<file path="src/rtl/dffram_port_arbiter.sv">
// dffram_port_arbiter: shares one byte-writable DFFRAM between a fetch port and a load/store port
module dffram_port_arbiter #(
  parameter int ADDRESS_LENGTH = 11,
  parameter int DATA_LENGTH    = 32
) (
  input  logic                      CLK,
  input  logic                      RST,
  input  logic                      i_req,
  input  logic [ADDRESS_LENGTH-1:0] i_addr,
  output logic                      i_gnt,
  output logic                      i_rvalid,
  output logic [DATA_LENGTH-1:0]    i_rdata,
  input  logic                      d_req,
  input  logic [ADDRESS_LENGTH-1:0] d_addr,
  input  logic [3:0]                d_we,
  input  logic [DATA_LENGTH-1:0]    d_wdata,
  output logic                      d_gnt,
  output logic                      d_rvalid,
  output logic [DATA_LENGTH-1:0]    d_rdata,
  output logic                      ram_EN,
  output logic [3:0]                ram_WE,
  output logic [ADDRESS_LENGTH-1:0] ram_A,
  output logic [DATA_LENGTH-1:0]    ram_Di,
  input  logic [DATA_LENGTH-1:0]    ram_Do,
  output logic                      busy
);
  typedef enum logic [1:0] {IDLE, MEM, RESP} state_t;
  state_t                    state_q, state_d;
  logic                      owner_q, owner_d;
  logic [ADDRESS_LENGTH-1:0] addr_q, addr_d;
  logic [3:0]                we_q, we_d;
  logic [DATA_LENGTH-1:0]    wdata_q, wdata_d;
  logic                      win, gnt, mem_act, resp_act;
  // owner_q: 1 = data port; it is both the current owner and the round-robin history
  always_comb begin
    win      = (state_q != MEM) && !RST;
    i_gnt    = win && i_req && (!d_req || owner_q);
    d_gnt    = win && d_req && (!i_req || !owner_q);
    gnt      = i_gnt || d_gnt;
    state_d  = gnt ? MEM : (state_q == MEM) ? RESP : IDLE;
    owner_d  = gnt ? d_gnt : owner_q;
    addr_d   = d_gnt ? d_addr : i_gnt ? i_addr : addr_q;
    we_d     = d_gnt ? d_we : i_gnt ? 4'b0000 : we_q;
    wdata_d  = d_gnt ? d_wdata : i_gnt ? '0 : wdata_q;
    mem_act  = (state_q == MEM) && !RST;
    resp_act = (state_q == RESP) && !RST;
    ram_EN   = mem_act;
    ram_WE   = mem_act ? we_q : 4'b0000;
    ram_A    = mem_act ? addr_q : '0;
    ram_Di   = mem_act ? wdata_q : '0;
    i_rvalid = resp_act && !owner_q;
    d_rvalid = resp_act && owner_q;
    i_rdata  = i_rvalid ? ram_Do : '0;
    d_rdata  = d_rvalid ? ram_Do : '0;
    busy     = state_q != IDLE;
  end
  always_ff @(posedge CLK) begin
    if (RST) begin
      state_q <= IDLE;
      owner_q <= 1'b1;
      addr_q  <= '0;
      we_q    <= 4'b0000;
      wdata_q <= '0;
    end else begin
      state_q <= state_d;
      owner_q <= owner_d;
      addr_q  <= addr_d;
      we_q    <= we_d;
      wdata_q <= wdata_d;
    end
  end
endmodule

</file>
<file path="config.mk">
export PLATFORM = sky130hd
export DESIGN_NAME = dffram_port_arbiter
export DESIGN_NICKNAME = d
export VERILOG_FILES = /design/src/rtl/dffram_port_arbiter.sv
export SDC_FILE = /design/constraint.sdc
export NUM_CORES = 1
export LEC_CHECK = 0
export ABC_AREA = 1
export CORE_ASPECT_RATIO = 1.1
export CORE_MARGIN = 1
export CORE_UTILIZATION = 40
export CTS_BUF_LIST = sky130_fd_sc_hd__clkbuf_4
export DETAILED_ROUTE_END_ITERATION = 6
export DONT_BUFFER_PORTS = 1
export HOLD_SLACK_MARGIN = 0.1
export PLACE_DENSITY = 0.62
export SYNTH_ARGS = -nofsm -noshare
export SYNTH_HDL_FRONTEND = slang
export SYNTH_SLANG_ARGS = --single-unit
</file>
<file path="constraint.sdc">
create_clock -name CLK -period 3.3 [get_ports CLK]
set_input_delay 0.33 -clock CLK [delete_from_list [all_inputs] [get_ports CLK]]
set_output_delay 0.33 -clock CLK [all_outputs]
set_load 0.01 [all_outputs]
</file>
==> metrics.txt, run 1 <==
# TYPE chip_impl_metric gauge
chip_impl_info{name="outcome",value="finished clean"} 1
chip_impl_info{name="synth.cells.most_frequent",value="nor2_1 (115), nand2_1 (99), inv_1 (93), nand3_1 (59), dfxtp_1 (50)"} 1
chip_impl_info{name="rsz0062_at_grt",value="false"} 1
chip_impl_metric{name="vias_per_cell",unit=""} 5.002
chip_impl_info{name="worst_path_class_setup",value="flop to output pin"} 1
chip_impl_metric{name="critical_path.n_buffers_inverters",unit=""} 2
chip_impl_info{name="worst_path_most_repeated_cell",value="nor2_1"} 1
chip_impl_metric{name="design.portCount",unit=""} 211
chip_impl_metric{name="critical_path.max_fanout",unit=""} 32
chip_impl_info{name="path_delay_family",value="simple AND/OR/NAND/NOR gates"} 1
chip_impl_metric{name="grt_overflow_total",unit=""} 0
chip_impl_info{name="cp-end-kind",value="output pin"} 1
chip_impl_info{name="critical_path.cell_chain",value="inv_1 > nand3_1 > nor2_1 > inv_2 > nor2_1"} 1
chip_impl_metric{name="fin_worst_hold_slack",unit="ns"} 0.1817
chip_impl_metric{name="rows",unit=""} 31
chip_impl_metric{name="synth-edff-count",unit=""} 0
chip_impl_metric{name="flow.area_growth_from_synthesis",unit="%"} 14.90
chip_impl_metric{name="detail_route.wl_per_cell",unit="um"} 14.75
chip_impl_metric{name="gpl.final_weighted_congestion",unit=""} 0.7603
chip_impl_metric{name="grt_pass1_wl",unit="um"} 11680
chip_impl_metric{name="finalCriticalPeriod",unit="ns"} 2.222
chip_impl_metric{name="power_frac_comb",unit="%"} 16.9
chip_impl_metric{name="die_w",unit="um"} 81.47
chip_impl_info{name="post-synth-top-area-cell",value="dfxtp_1"} 1
chip_impl_metric{name="power.clock.fraction",unit="%"} 29.2
chip_impl_metric{name="synthesized_net_count",unit=""} 564
chip_impl_metric{name="power_report.internal_total",unit="uW"} 879.0
chip_impl_metric{name="finalSetupViolations",unit=""} 0
chip_impl_metric{name="maxClockFrequency",unit="MHz"} 450.0
chip_impl_metric{name="switching_share",unit="%"} 28.88
chip_impl_metric{name="number_of_antenna_violations_at_the_first_check_in_global_routing",unit=""} 2
chip_impl_metric{name="grt_pass1_vias",unit=""} 2349
chip_impl_info{name="cts-root-buf",value="clkbuf_4"} 1
chip_impl_metric{name="totalNegativeSetupSlack",unit="ns"} 0
chip_impl_metric{name="postSynthAreaPerCell",unit="um2"} 5.913
chip_impl_metric{name="tritonroute_pass_1_iters",unit=""} 4
chip_impl_metric{name="initial_core_util",unit="%"} 41.90
chip_impl_metric{name="initialDrtViolationCount",unit=""} 106
chip_impl_info{name="ys_top_cells_by_area",value="dfxtp_1 (36%), nor2_1 (16%), nand2_1 (13%), inv_1 (13%), nand3_1 (11%)"} 1
chip_impl_metric{name="timing_max_transition_violations_final",unit=""} 0
chip_impl_metric{name="max_cap_viol_count",unit=""} 0
chip_impl_metric{name="asyncSetResetFlopFracSynth",unit="%"} 0
chip_impl_metric{name="vias",unit=""} 2861
chip_impl_metric{name="placement.io_buffers",unit=""} 0
chip_impl_metric{name="fin_worst_skew",unit="ns"} 0.02018
chip_impl_metric{name="ctsHtreeMaxLevel",unit=""} 2
chip_impl_metric{name="p_sw",unit="uW"} 356.9
chip_impl_metric{name="drt_drc_violations_left",unit=""} 0
chip_impl_metric{name="seq_area_frac_synth",unit="%"} 36.02
chip_impl_metric{name="post_synth_instance_area",unit="um2"} 2779
chip_impl_metric{name="fillers",unit=""} 707
chip_impl_metric{name="cp.required",unit="ns"} 2.97
chip_impl_metric{name="worstSkewPairLatency",unit="ns"} 0.37
chip_impl_metric{name="leakage_power_total",unit="uW"} 0.001587
chip_impl_metric{name="coreArea",unit="um2"} 6633
chip_impl_metric{name="yosys_warnings",unit=""} 0
chip_impl_info{name="startpoint_type",value="flop"} 1
chip_impl_metric{name="vdd_ir_drop_max",unit="V"} 0.0002029
chip_impl_metric{name="postCtsResizedCells",unit=""} 0
chip_impl_metric{name="yosys.area.top_type_share",unit="%"} 36.02
chip_impl_metric{name="synth-seq-cells",unit=""} 50
chip_impl_metric{name="worstMarginPinSlew",unit="ns"} 0.8771
chip_impl_metric{name="post-route-period-util",unit="%"} 67.33
chip_impl_metric{name="hpwlAfterDp",unit="um"} 6162
chip_impl_metric{name="clkSlewWorstSetupHoldPaths",unit="ns"} 0.15
chip_impl_metric{name="antenna_left",unit=""} 0
chip_impl_info{name="postSynth.topFlopCell",value="dfxtp_1"} 1
chip_impl_metric{name="maxSlewHeadroom",unit="%"} 41.52
chip_impl_metric{name="synth_cell_types",unit=""} 17
chip_impl_metric{name="chipHeight",unit="um"} 89.42
chip_impl_metric{name="post-cts-setup-buffer-count",unit=""} 0
chip_impl_metric{name="cts_inserted_buffers",unit=""} 5
chip_impl_metric{name="p_per_area",unit="nW/um2"} 387.1
chip_impl_info{name="cp_slowest_cell",value="nor2_1"} 1
chip_impl_metric{name="arrival",unit="ns"} 1.89
chip_impl_metric{name="final_nets",unit=""} 582
chip_impl_metric{name="wl",unit="um"} 8436
chip_impl_metric{name="clock_path_buffers",unit=""} 2
chip_impl_metric{name="final_layout_size_suffix_gt1_share",unit="%"} 4.090
chip_impl_info{name="timing.hold.worst.class",value="input pin to flop"} 1
chip_impl_info{name="yosysMostFrequentCell",value="nor2_1"} 1
chip_impl_metric{name="timing_hold_violations_final",unit=""} 0
chip_impl_metric{name="cp_slowest_stage_delay",unit="ns"} 0.36
chip_impl_metric{name="grt_util_all_layers",unit="%"} 21.49
chip_impl_metric{name="cts_hold_repair.buffers",unit=""} 37
chip_impl_metric{name="largest_net_degree_at_the_start_of_global_routing",unit=""} 48
chip_impl_metric{name="seq_power_share",unit="%"} 53.9
chip_impl_metric{name="syn-instance-count",unit=""} 470
chip_impl_metric{name="clock_sink_count",unit=""} 50
chip_impl_metric{name="rrSetupSlack",unit="ns"} 1.45
chip_impl_info{name="tritoncts",value="yes"} 1
chip_impl_metric{name="floorplan.die_area",unit="um2"} 7285
==> worst paths after layout <==
kind | cells after the start | endpoint | startpoint
hold / removal | 4 | addr_q[9]$_SDFFE_PP0P_ | d_addr[9]
setup / recovery | 5 | i_rdata[23] | state_q[0]$_SDFF_PP0_
hold reg to reg | 2 | wdata_q[25]$_SDFFE_PP0P_ | wdata_q[25]$_SDFFE_PP0P_
setup reg to reg | 5 | addr_q[3]$_SDFFE_PP0P_ | owner_q$_SDFFE_PP1P_
==> cells by family (layout without fill, tap and decap cells) <==
kind of cell           after synthesis  count (layout)  share of synthesized area [%]
AO/OA/AOI/OAI                       15              15                          3.827
buffers and inverters              128             147                          19.72
flip-flops                          50              50                          36.02
other                                0               1                              0
AND/OR/NAND/NOR                    277             277                          40.43
==> metal layers <==
layer | vias to the layer above | global-route usage [%] | share of wire, %
met5 | - | 0 | 0.20
met4 | 2 | 4.383 | 0.66
met3 | 10 | 6.633 | 7.9
met2 | 127 | 39.47 | 51
met1 | 1326 | 24.19 | 41
li1 | 1396 | - | -
==> state kept, by name, indices dropped and copies added, names as in the netlist <==
name,count
we_q,4
wdata_q,32
addr_q,11
owner_q,1
state_q,2
==> cell type report <==
type                       count  area, um2  area share (%)
timing repair buffer          40      392.9           12.30
antenna                        1      2.502         0.07837
inverter                      99      371.6           11.64
clock buffer                   5      37.54           1.176
multi-input combinational    292       1242           38.91
clock inverter                 3      42.54           1.332
tap                           82      102.6           3.213
sequential                    50       1001           31.35
==> metrics by stage <==
stage               util, %  power, uW  instance area (um2)  instances  worst slack, ns
floorplan                 -      823.7                 2779        470            1.784
finish                48.14       1236                 3193        572            1.078
global route          48.10       1304                 3191        571           0.9025
global placement      41.31      849.2                 2740        526            1.447
detailed placement    41.31      853.1                 2740        526            1.430
CTS                   48.10       1254                 3191        571            1.038
==> power by group through the flow <==
stage	Combinational [uW]	Clock (uW)	Sequential, uW
finish	209	361	666
global placement	172	0	677
detailed placement	174	0	679
floorplan	150	0	674
global route	236	396	671
CTS	211	377	666
==> tightest hold or removal path, delay by kind of cell <==
kind	cells	cell delay, ns
simple gates	3	0.17
buf+inv	1	0.02
==> placed cells by master, fill, tap and decap left out <==
| master | netlist | layout |
|---|---|---|
| a21oi_1 | 2 | 2 |
| a21oi_4 | 0 | 1 |
| buf_4 | 8 | 3 |
| bufinv_16 | 0 | 1 |
| clkbuf_4 | 0 | 5 |
| clkinv_1 | 0 | 1 |
| dfxtp_1 | 50 | 50 |
| diode_2 | 0 | 1 |
| dlygate4sd3_1 | 0 | 37 |
| inv_1 | 93 | 93 |
| inv_2 | 6 | 6 |
| inv_6 | 0 | 1 |
| nand2_1 | 99 | 99 |
| nand2_2 | 2 | 2 |
| nand3_1 | 59 | 59 |
| nand4_1 | 1 | 1 |
| nor2_1 | 115 | 115 |
| nor2_4 | 0 | 1 |
| o21ai_0 | 1 | 1 |
| o21bai_1 | 11 | 11 |
(Power assumes the default switching activity.)
==> inputs of run 2 (changes only) <==
==> constraint.sdc (replaced) <==
create_clock -name CLK -period 2.28 [get_ports CLK]
set_input_delay 0.228 -clock CLK [delete_from_list [all_inputs] [get_ports CLK]]
set_output_delay 0.228 -clock CLK [all_outputs]
set_load 0.01 [all_outputs]
==> run 2 against run 1 <==
Compared with the run above: via count rose by 4.2%; largest power group unchanged; count of clock-buffer cells in the layout unchanged; design area increased by 7.8%; routed wire length is 7.3% higher; critical path depth unchanged; core utilization increased by 3.8 points; combinational power is 64% higher; die area stayed put; largest cell class unchanged; sequential power up 45%; flip-flop and latch count unchanged.
==> metrics.txt, run 2 (same netlist as run 1, synthesis figures left out) <==
# TYPE chip_impl_metric gauge
chip_impl_info{name="outcome",value="finished clean"} 1
chip_impl_metric{name="flow.area_growth_from_synthesis",unit="%"} 23.86
chip_impl_metric{name="arrival",unit="ns"} 1.82
chip_impl_metric{name="totalNegativeSetupSlack",unit="ns"} 0
chip_impl_info{name="tritoncts",value="yes"} 1
chip_impl_info{name="worst_path_most_repeated_cell",value="nor2_1"} 1
chip_impl_info{name="worst_hold_startpoint",value="RST"} 1
chip_impl_metric{name="finalCriticalPeriod",unit="ns"} 2.049
chip_impl_metric{name="power.clock.fraction",unit="%"} 28.2
chip_impl_metric{name="power_frac_comb",unit="%"} 18.9
chip_impl_metric{name="tritonroute_pass_1_iters",unit=""} 4
chip_impl_metric{name="post-place-cells",unit=""} 530
chip_impl_metric{name="floorplan.die_area",unit="um2"} 7285
chip_impl_metric{name="fin_worst_skew",unit="ns"} 0.008778
chip_impl_info{name="mostFrequentLayoutCell",value="nor2_1"} 1
chip_impl_metric{name="max_cap_viol_count",unit=""} 0
chip_impl_metric{name="hold_depth",unit=""} 3
chip_impl_info{name="startpoint_type",value="flop"} 1
chip_impl_metric{name="vias_per_cell",unit=""} 4.995
chip_impl_metric{name="clock_path_buffers",unit=""} 2
chip_impl_metric{name="switching_share",unit="%"} 28.69
chip_impl_info{name="rsz0062_at_grt",value="false"} 1
chip_impl_metric{name="final_layout_size_suffix_gt1_share",unit="%"} 4.669
chip_impl_info{name="reg_with_most_ffs",value="wdata_q"} 1
chip_impl_metric{name="cp.required",unit="ns"} 2.05
chip_impl_metric{name="initialDrtViolationCount",unit=""} 98
chip_impl_metric{name="rrSetupSlack",unit="ns"} 0.49
chip_impl_metric{name="placement.io_buffers",unit=""} 0
chip_impl_metric{name="coreArea",unit="um2"} 6633
chip_impl_metric{name="post-cts-setup-buffer-count",unit=""} 0
chip_impl_metric{name="p_sw",unit="uW"} 522.4
chip_impl_metric{name="grt_pass1_wl",unit="um"} 12650
chip_impl_metric{name="gpl.final_weighted_congestion",unit=""} 0.7441
chip_impl_metric{name="initial_core_util",unit="%"} 41.90
chip_impl_metric{name="seq_power_share",unit="%"} 52.9
chip_impl_metric{name="fin_worst_hold_slack",unit="ns"} 0.2303
chip_impl_metric{name="drt_drc_violations_left",unit=""} 0
chip_impl_metric{name="worstSkewPairLatency",unit="ns"} 0.36
chip_impl_metric{name="worstMarginPinSlew",unit="ns"} 0.9044
chip_impl_metric{name="detail_route.wl_per_cell",unit="um"} 15.16
chip_impl_metric{name="hpwlAfterDp",unit="um"} 6361
chip_impl_info{name="critical_path.cell_chain",value="inv_2 > nand2_2 > nor2_1 > inv_4 > nor2_1"} 1
chip_impl_metric{name="timing_hold_violations_final",unit=""} 0
chip_impl_info{name="cp-end-kind",value="output pin"} 1
chip_impl_metric{name="maxClockFrequency",unit="MHz"} 487.9
chip_impl_info{name="worst_r2r_startpoint",value="state_q[1]$_SDFF_PP0_"} 1
chip_impl_metric{name="rr_worst_depth",unit=""} 6
chip_impl_info{name="worstReg2RegEnd",value="addr_q[3]$_SDFFE_PP0P_"} 1
chip_impl_metric{name="finalSetupViolations",unit=""} 0
chip_impl_metric{name="vdd_ir_drop_max",unit="V"} 0.0003390
chip_impl_metric{name="clkSlewWorstSetupHoldPaths",unit="ns"} 0.14
chip_impl_info{name="reg.largest.list",value="wdata_q x32, addr_q x11, we_q x4"} 1
chip_impl_metric{name="number_of_antenna_violations_at_the_first_check_in_global_routing",unit=""} 1
chip_impl_metric{name="vias",unit=""} 2982
chip_impl_info{name="timing.hold.worst.class",value="input pin to flop"} 1
chip_impl_metric{name="critical_path.max_fanout",unit=""} 47
chip_impl_metric{name="chipHeight",unit="um"} 89.42
chip_impl_metric{name="largest_net_degree_at_the_start_of_global_routing",unit=""} 48
chip_impl_metric{name="maxSlewHeadroom",unit="%"} 39.71
chip_impl_metric{name="clock_sink_count",unit=""} 50
chip_impl_info{name="cts-root-buf",value="clkbuf_4"} 1
chip_impl_metric{name="p_per_area",unit="nW/um2"} 529.0
chip_impl_metric{name="cts_inserted_buffers",unit=""} 5
chip_impl_metric{name="layout.core_utilization",unit="%"} 51.90
chip_impl_info{name="worst_path_class_setup",value="flop to output pin"} 1
chip_impl_metric{name="post-route-period-util",unit="%"} 89.89
chip_impl_metric{name="ctsHtreeMaxLevel",unit=""} 2
chip_impl_metric{name="wl",unit="um"} 9050
chip_impl_metric{name="final_nets",unit=""} 608
chip_impl_metric{name="rows",unit=""} 31
chip_impl_metric{name="power_report.internal_total",unit="uW"} 1298
chip_impl_info{name="cp_slowest_cell",value="nor2_1"} 1
chip_impl_metric{name="die_w",unit="um"} 81.47
chip_impl_metric{name="number_of_standard_cells_in_the_final_layout_excluding_fillers",unit=""} 597
chip_impl_metric{name="largest_reg_flops",unit=""} 32
chip_impl_metric{name="antenna_left",unit=""} 0
chip_impl_metric{name="timing_max_transition_violations_final",unit=""} 0
chip_impl_metric{name="leakage_power_total",unit="uW"} 0.001697
chip_impl_metric{name="grt_pass1_vias",unit=""} 2652
chip_impl_metric{name="cp_slowest_stage_delay",unit="ns"} 0.37
chip_impl_metric{name="grt_overflow_total",unit=""} 0
chip_impl_info{name="min_to",value="owner_q$_SDFFE_PP1P_"} 1
chip_impl_info{name="most-common-layout-cells",value="nor2_1 (115), nand2_1 (99), inv_1 (93)"} 1
chip_impl_metric{name="grt_util_all_layers",unit="%"} 23.34
chip_impl_metric{name="design.portCount",unit=""} 211
-- run 2: changes by cell type in the layout (fill, tap and decap cells not counted), sizes merged --
cell	before	now
buf	3	7
inv	100	99
dlygate4sd3	37	59
-- run 2: power by group through the flow --
stage,combinational (uW),clock (uW),sequential [uW]
floorplan,217,0,975
global placement,254,0,981
CTS,341,534,964
global route,385,560,972
finish,343,513,964
detailed placement,259,0,983
-- run 2: timing repair --
action / CTS / global route
hold endpoints to repair: 48 / 0
endpoints found under the setup margin: 0 / 18
resized for setup: 0 / 2
hold buffers: 59 / 0
-- run 2: metal layers --
metal	part of all wire (%)	track usage, %
met1	39	25.84
met2	53	43.86
met3	6.9	5.714
met4	0.96	6.169
met5	0	0
-- run 2: cell type report --
type                            count  area, um2
Fill cell                         666       3191
Multi-Input combinational cell    292       1242
Sequential cell                    50       1001
Timing Repair Buffer               66      643.1
Inverter                           99      374.1
Tap cell                           82      102.6
Clock inverter                      2      38.79
Clock buffer                        5      37.54
Antenna cell                        1      2.502
-- run 2: worst max-delay path: cells and delay by family, from the launching register on --
family | cells | cell delay (ns)
AND/OR/NAND/NOR | 3 | 0.76
flip-flops | 1 | 0.35
buffers and inverters | 2 | 0.35
-- run 2: per-stage QoR --
stage	setup WS (ns)	total power, uW	cell area [um2]
2_1_floorplan	0.8659	1192	2779
3_3_place_gp	0.5359	1235	2770
3_5_place_dp	0.5114	1242	2770
4_1_cts	0.1038	1839	3437
5_1_grt	0.01543	1917	3440
6_report	0.2306	1821	3442
-- run 2: worst max-delay path by stage --
stage	to	from	slack [ns]	cells after the start
finish	ram_Di[23]	state_q[1]$_SDFF_PP0_	0.23	5
global route	i_rdata[23]	state_q[0]$_SDFF_PP0_	0.02	5
CTS	ram_A[10]	state_q[1]$_SDFF_PP0_	0.10	5
detailed placement	addr_q[3]$_SDFFE_PP0P_	state_q[1]$_SDFF_PP0_	0.51	6
global placement	ram_A[0]	state_q[1]$_SDFF_PP0_	0.54	5
floorplan	ram_Di[10]	state_q[1]$_SDFF_PP0_	0.87	7
==> inputs of run 3 (changes only) <==
--- a/config.mk
+++ b/config.mk
@@ -7,7 +7,7 @@
 export LEC_CHECK = 0
 export ABC_AREA = 1
 export CORE_ASPECT_RATIO = 1.1
-export CORE_MARGIN = 1
+export CORE_MARGIN = 5
 export CORE_UTILIZATION = 40
 export CTS_BUF_LIST = sky130_fd_sc_hd__clkbuf_4
 export DETAILED_ROUTE_END_ITERATION = 6
==> run 3 against run 2 <==
Compared with the run above: critical path depth is 1 lower; routed wire length is 6.3% higher; via count is 1.4% lower; clock power is 3% higher; critical path type unchanged; highest routed layer is now met5.
==> metrics.txt, run 3 (same netlist as run 1, synthesis figures left out) <==
# TYPE chip_impl_metric gauge
chip_impl_info{name="outcome",value="finished clean"} 1
chip_impl_metric{name="chipHeight",unit="um"} 97.42
chip_impl_info{name="top_usage_layer",value="met2"} 1
chip_impl_metric{name="largest_net_degree_at_the_start_of_global_routing",unit=""} 33
chip_impl_info{name="cp-end-kind",value="output pin"} 1
chip_impl_info{name="critical_path.cell_chain",value="nand2_1 > nand2_1 > nor2_4 > buf_4"} 1
chip_impl_metric{name="antenna_left",unit=""} 0
chip_impl_metric{name="grt_pass1_vias",unit=""} 2801
chip_impl_metric{name="post-route-period-util",unit="%"} 88.57
chip_impl_metric{name="cp.required",unit="ns"} 2.05
chip_impl_metric{name="clock_sink_count",unit=""} 50
chip_impl_info{name="startpoint_type",value="flop"} 1
chip_impl_metric{name="power_report.internal_total",unit="uW"} 1309
chip_impl_metric{name="post-cts-setup-buffer-count",unit=""} 0
chip_impl_metric{name="maxClockFrequency",unit="MHz"} 495.2
chip_impl_metric{name="cp_slowest_stage_delay",unit="ns"} 0.37
chip_impl_metric{name="clock_path_buffers",unit=""} 2
chip_impl_metric{name="detail_route.wl_per_cell",unit="um"} 16.08
chip_impl_metric{name="antennaDiodeCount",unit=""} 0
chip_impl_info{name="cp_slowest_cell",value="dfxtp_1"} 1
chip_impl_info{name="worst_path_class_setup",value="flop to output pin"} 1
chip_impl_metric{name="vias_per_cell",unit=""} 4.918
chip_impl_info{name="path_delay_family",value="simple AND/OR/NAND/NOR gates"} 1
chip_impl_metric{name="ctsHtreeMaxLevel",unit=""} 2
chip_impl_info{name="rsz0062_at_grt",value="false"} 1
chip_impl_metric{name="die_w",unit="um"} 89.47
chip_impl_metric{name="wl",unit="um"} 9617
chip_impl_metric{name="hpwlAfterDp",unit="um"} 7096
chip_impl_metric{name="largest_reg_flops",unit=""} 32
chip_impl_metric{name="seq_power_share",unit="%"} 52.3
chip_impl_metric{name="gpl.final_weighted_congestion",unit=""} 0.7782
chip_impl_metric{name="timing_hold_violations_final",unit=""} 0
chip_impl_metric{name="floorplan.die_area",unit="um2"} 8716
chip_impl_metric{name="worstSkewPairLatency",unit="ns"} 0.37
chip_impl_metric{name="number_of_antenna_violations_at_the_first_check_in_global_routing",unit=""} 1
chip_impl_metric{name="timing_max_transition_violations_final",unit=""} 0
chip_impl_metric{name="design.portCount",unit=""} 211
chip_impl_info{name="reg_with_most_ffs",value="wdata_q"} 1
chip_impl_metric{name="fin_worst_hold_slack",unit="ns"} 0.1316
chip_impl_metric{name="critical_path.n_buffers_inverters",unit=""} 1
chip_impl_metric{name="maxSlewHeadroom",unit="%"} 39.23
chip_impl_metric{name="final_nets",unit=""} 609
chip_impl_info{name="timing.hold.worst.class",value="input pin to flop"} 1
chip_impl_metric{name="fin_worst_skew",unit="ns"} 0.01311
chip_impl_metric{name="globalRouteMet2Util",unit="%"} 40.05
chip_impl_metric{name="critical_path.max_fanout",unit=""} 23
chip_impl_metric{name="initial_core_util",unit="%"} 41.65
chip_impl_info{name="worst_path_most_repeated_cell",value="nand2_1"} 1
chip_impl_metric{name="vdd_ir_drop_max",unit="V"} 0.0003360
chip_impl_info{name="tritoncts",value="yes"} 1
chip_impl_metric{name="grt_overflow_total",unit=""} 0
chip_impl_metric{name="vias",unit=""} 2941
chip_impl_metric{name="final_layout_size_suffix_gt1_share",unit="%"} 4.845
chip_impl_metric{name="rows",unit=""} 31
chip_impl_metric{name="max_cap_viol_count",unit=""} 0
chip_impl_metric{name="power_frac_comb",unit="%"} 19.1
chip_impl_metric{name="placement.io_buffers",unit=""} 0
chip_impl_metric{name="totalNegativeSetupSlack",unit="ns"} 0
chip_impl_metric{name="switching_share",unit="%"} 29.00
chip_impl_metric{name="coreArea",unit="um2"} 6671
chip_impl_metric{name="finalSetupViolations",unit=""} 0
chip_impl_metric{name="cts_inserted_buffers",unit=""} 5
chip_impl_info{name="reg.largest.list",value="wdata_q x32, addr_q x11, we_q x4"} 1
chip_impl_metric{name="worstMarginPinSlew",unit="ns"} 0.9116
chip_impl_metric{name="grt_pass1_wl",unit="um"} 14150
chip_impl_info{name="cts-root-buf",value="clkbuf_4"} 1
chip_impl_metric{name="drt_drc_violations_left",unit=""} 0
chip_impl_info{name="mostFrequentLayoutCell",value="nor2_1"} 1
chip_impl_metric{name="tritonroute_pass_1_iters",unit=""} 4
chip_impl_metric{name="power.clock.fraction",unit="%"} 28.7
chip_impl_metric{name="postCtsResizedCells",unit=""} 0
chip_impl_metric{name="use_met3",unit="%"} 5.174
chip_impl_metric{name="initialDrtViolationCount",unit=""} 120
chip_impl_metric{name="arrival",unit="ns"} 1.79
chip_impl_metric{name="p_sw",unit="uW"} 534.9
chip_impl_metric{name="leakage_power_total",unit="uW"} 0.001714
chip_impl_metric{name="gr-usage-met1",unit="%"} 22.31
chip_impl_metric{name="flow.area_growth_from_synthesis",unit="%"} 24.99
chip_impl_metric{name="clkSlewWorstSetupHoldPaths",unit="ns"} 0.14
chip_impl_metric{name="finalCriticalPeriod",unit="ns"} 2.019
chip_impl_info{name="most-common-layout-cells",value="nor2_1 (115), nand2_1 (99), inv_1 (93)"} 1
chip_impl_metric{name="grt_util_all_layers",unit="%"} 20.86
chip_impl_metric{name="p_per_area",unit="nW/um2"} 531.0
run 3: cell types whose count changed in the layout (fill, tap and decap cells not counted):
cell and change:
buf_4 -1, diode_2 -1, clkinv_4 -1, inv_4 -1
inv_2 +1, inv_6 +1, clkinv_1 +1, buf_12 +2
run 3: worst reg2reg max path: cells and delay by family, from the launching register on:
family,cells,cell delay [ns]
DFF,1,0.37
AOI/OAI and AO/OA,1,0.85
and+or+nand+nor,4,0.61
run 3: stage by stage:
stage / power (uW) / util, % / cell area, um2 / worst slack (ns) / instances
floorplan: 1192 / - / 2779 / 0.8659 / 470
global placement: 1244 / 42.01 / 2803 / 0.5304 / 531
detailed placement: 1251 / 42.01 / 2803 / 0.4672 / 531
CTS: 1854 / 52.06 / 3473 / 0.2427 / 598
global route: 1939 / 52.06 / 3473 / 0.1052 / 598
finish: 1844 / 52.06 / 3473 / 0.2607 / 598
run 3: power groups by stage:
stage | registers [uW] | clock network [uW] | logic [uW]
floorplan | 975 | 0 | 217
detailed placement | 982 | 0 | 269
finish | 964 | 528 | 352
CTS | 963 | 539 | 351
global route | 970 | 575 | 393
global placement | 981 | 0 | 264
run 3: path summary, 6_finish.rpt:
kind,from,end,slack (ns),cells after the start
worst min register to register,wdata_q[1]$_SDFFE_PP0P_,wdata_q[1]$_SDFFE_PP0P_,0.47,2
worst max-delay path,owner_q$_SDFFE_PP1P_,d_gnt,0.26,4
worst max register to register,owner_q$_SDFFE_PP1P_,addr_q[4]$_SDFFE_PP0P_,0.41,5
worst min-delay path,RST,owner_q$_SDFFE_PP1P_,0.13,3
run 3: cell type report:
class                           count  area [um2]
Fill cell                         684        3198
Multi-Input combinational cell    292        1242
Sequential cell                    50        1001
Timing Repair Buffer               67       675.6
Inverter                           99       371.6
Tap cell                           82       102.6
Clock inverter                      3       42.54
Clock buffer                        5       37.54
run 3: metal layers:
layer	vias up	wire length [um]	part of all wire, %
met5	-	20	0.21
met3	6	805	8.4
met4	2	45	0.47
met1	1346	3617	38
met2	134	5129	53
li1	1453	-	-
run 3: repair_timing:
action                     4_1_cts  5_1_grt
setup endpoints to repair        0        0
hold endpoints to repair        48        0
hold buffers                    59        0
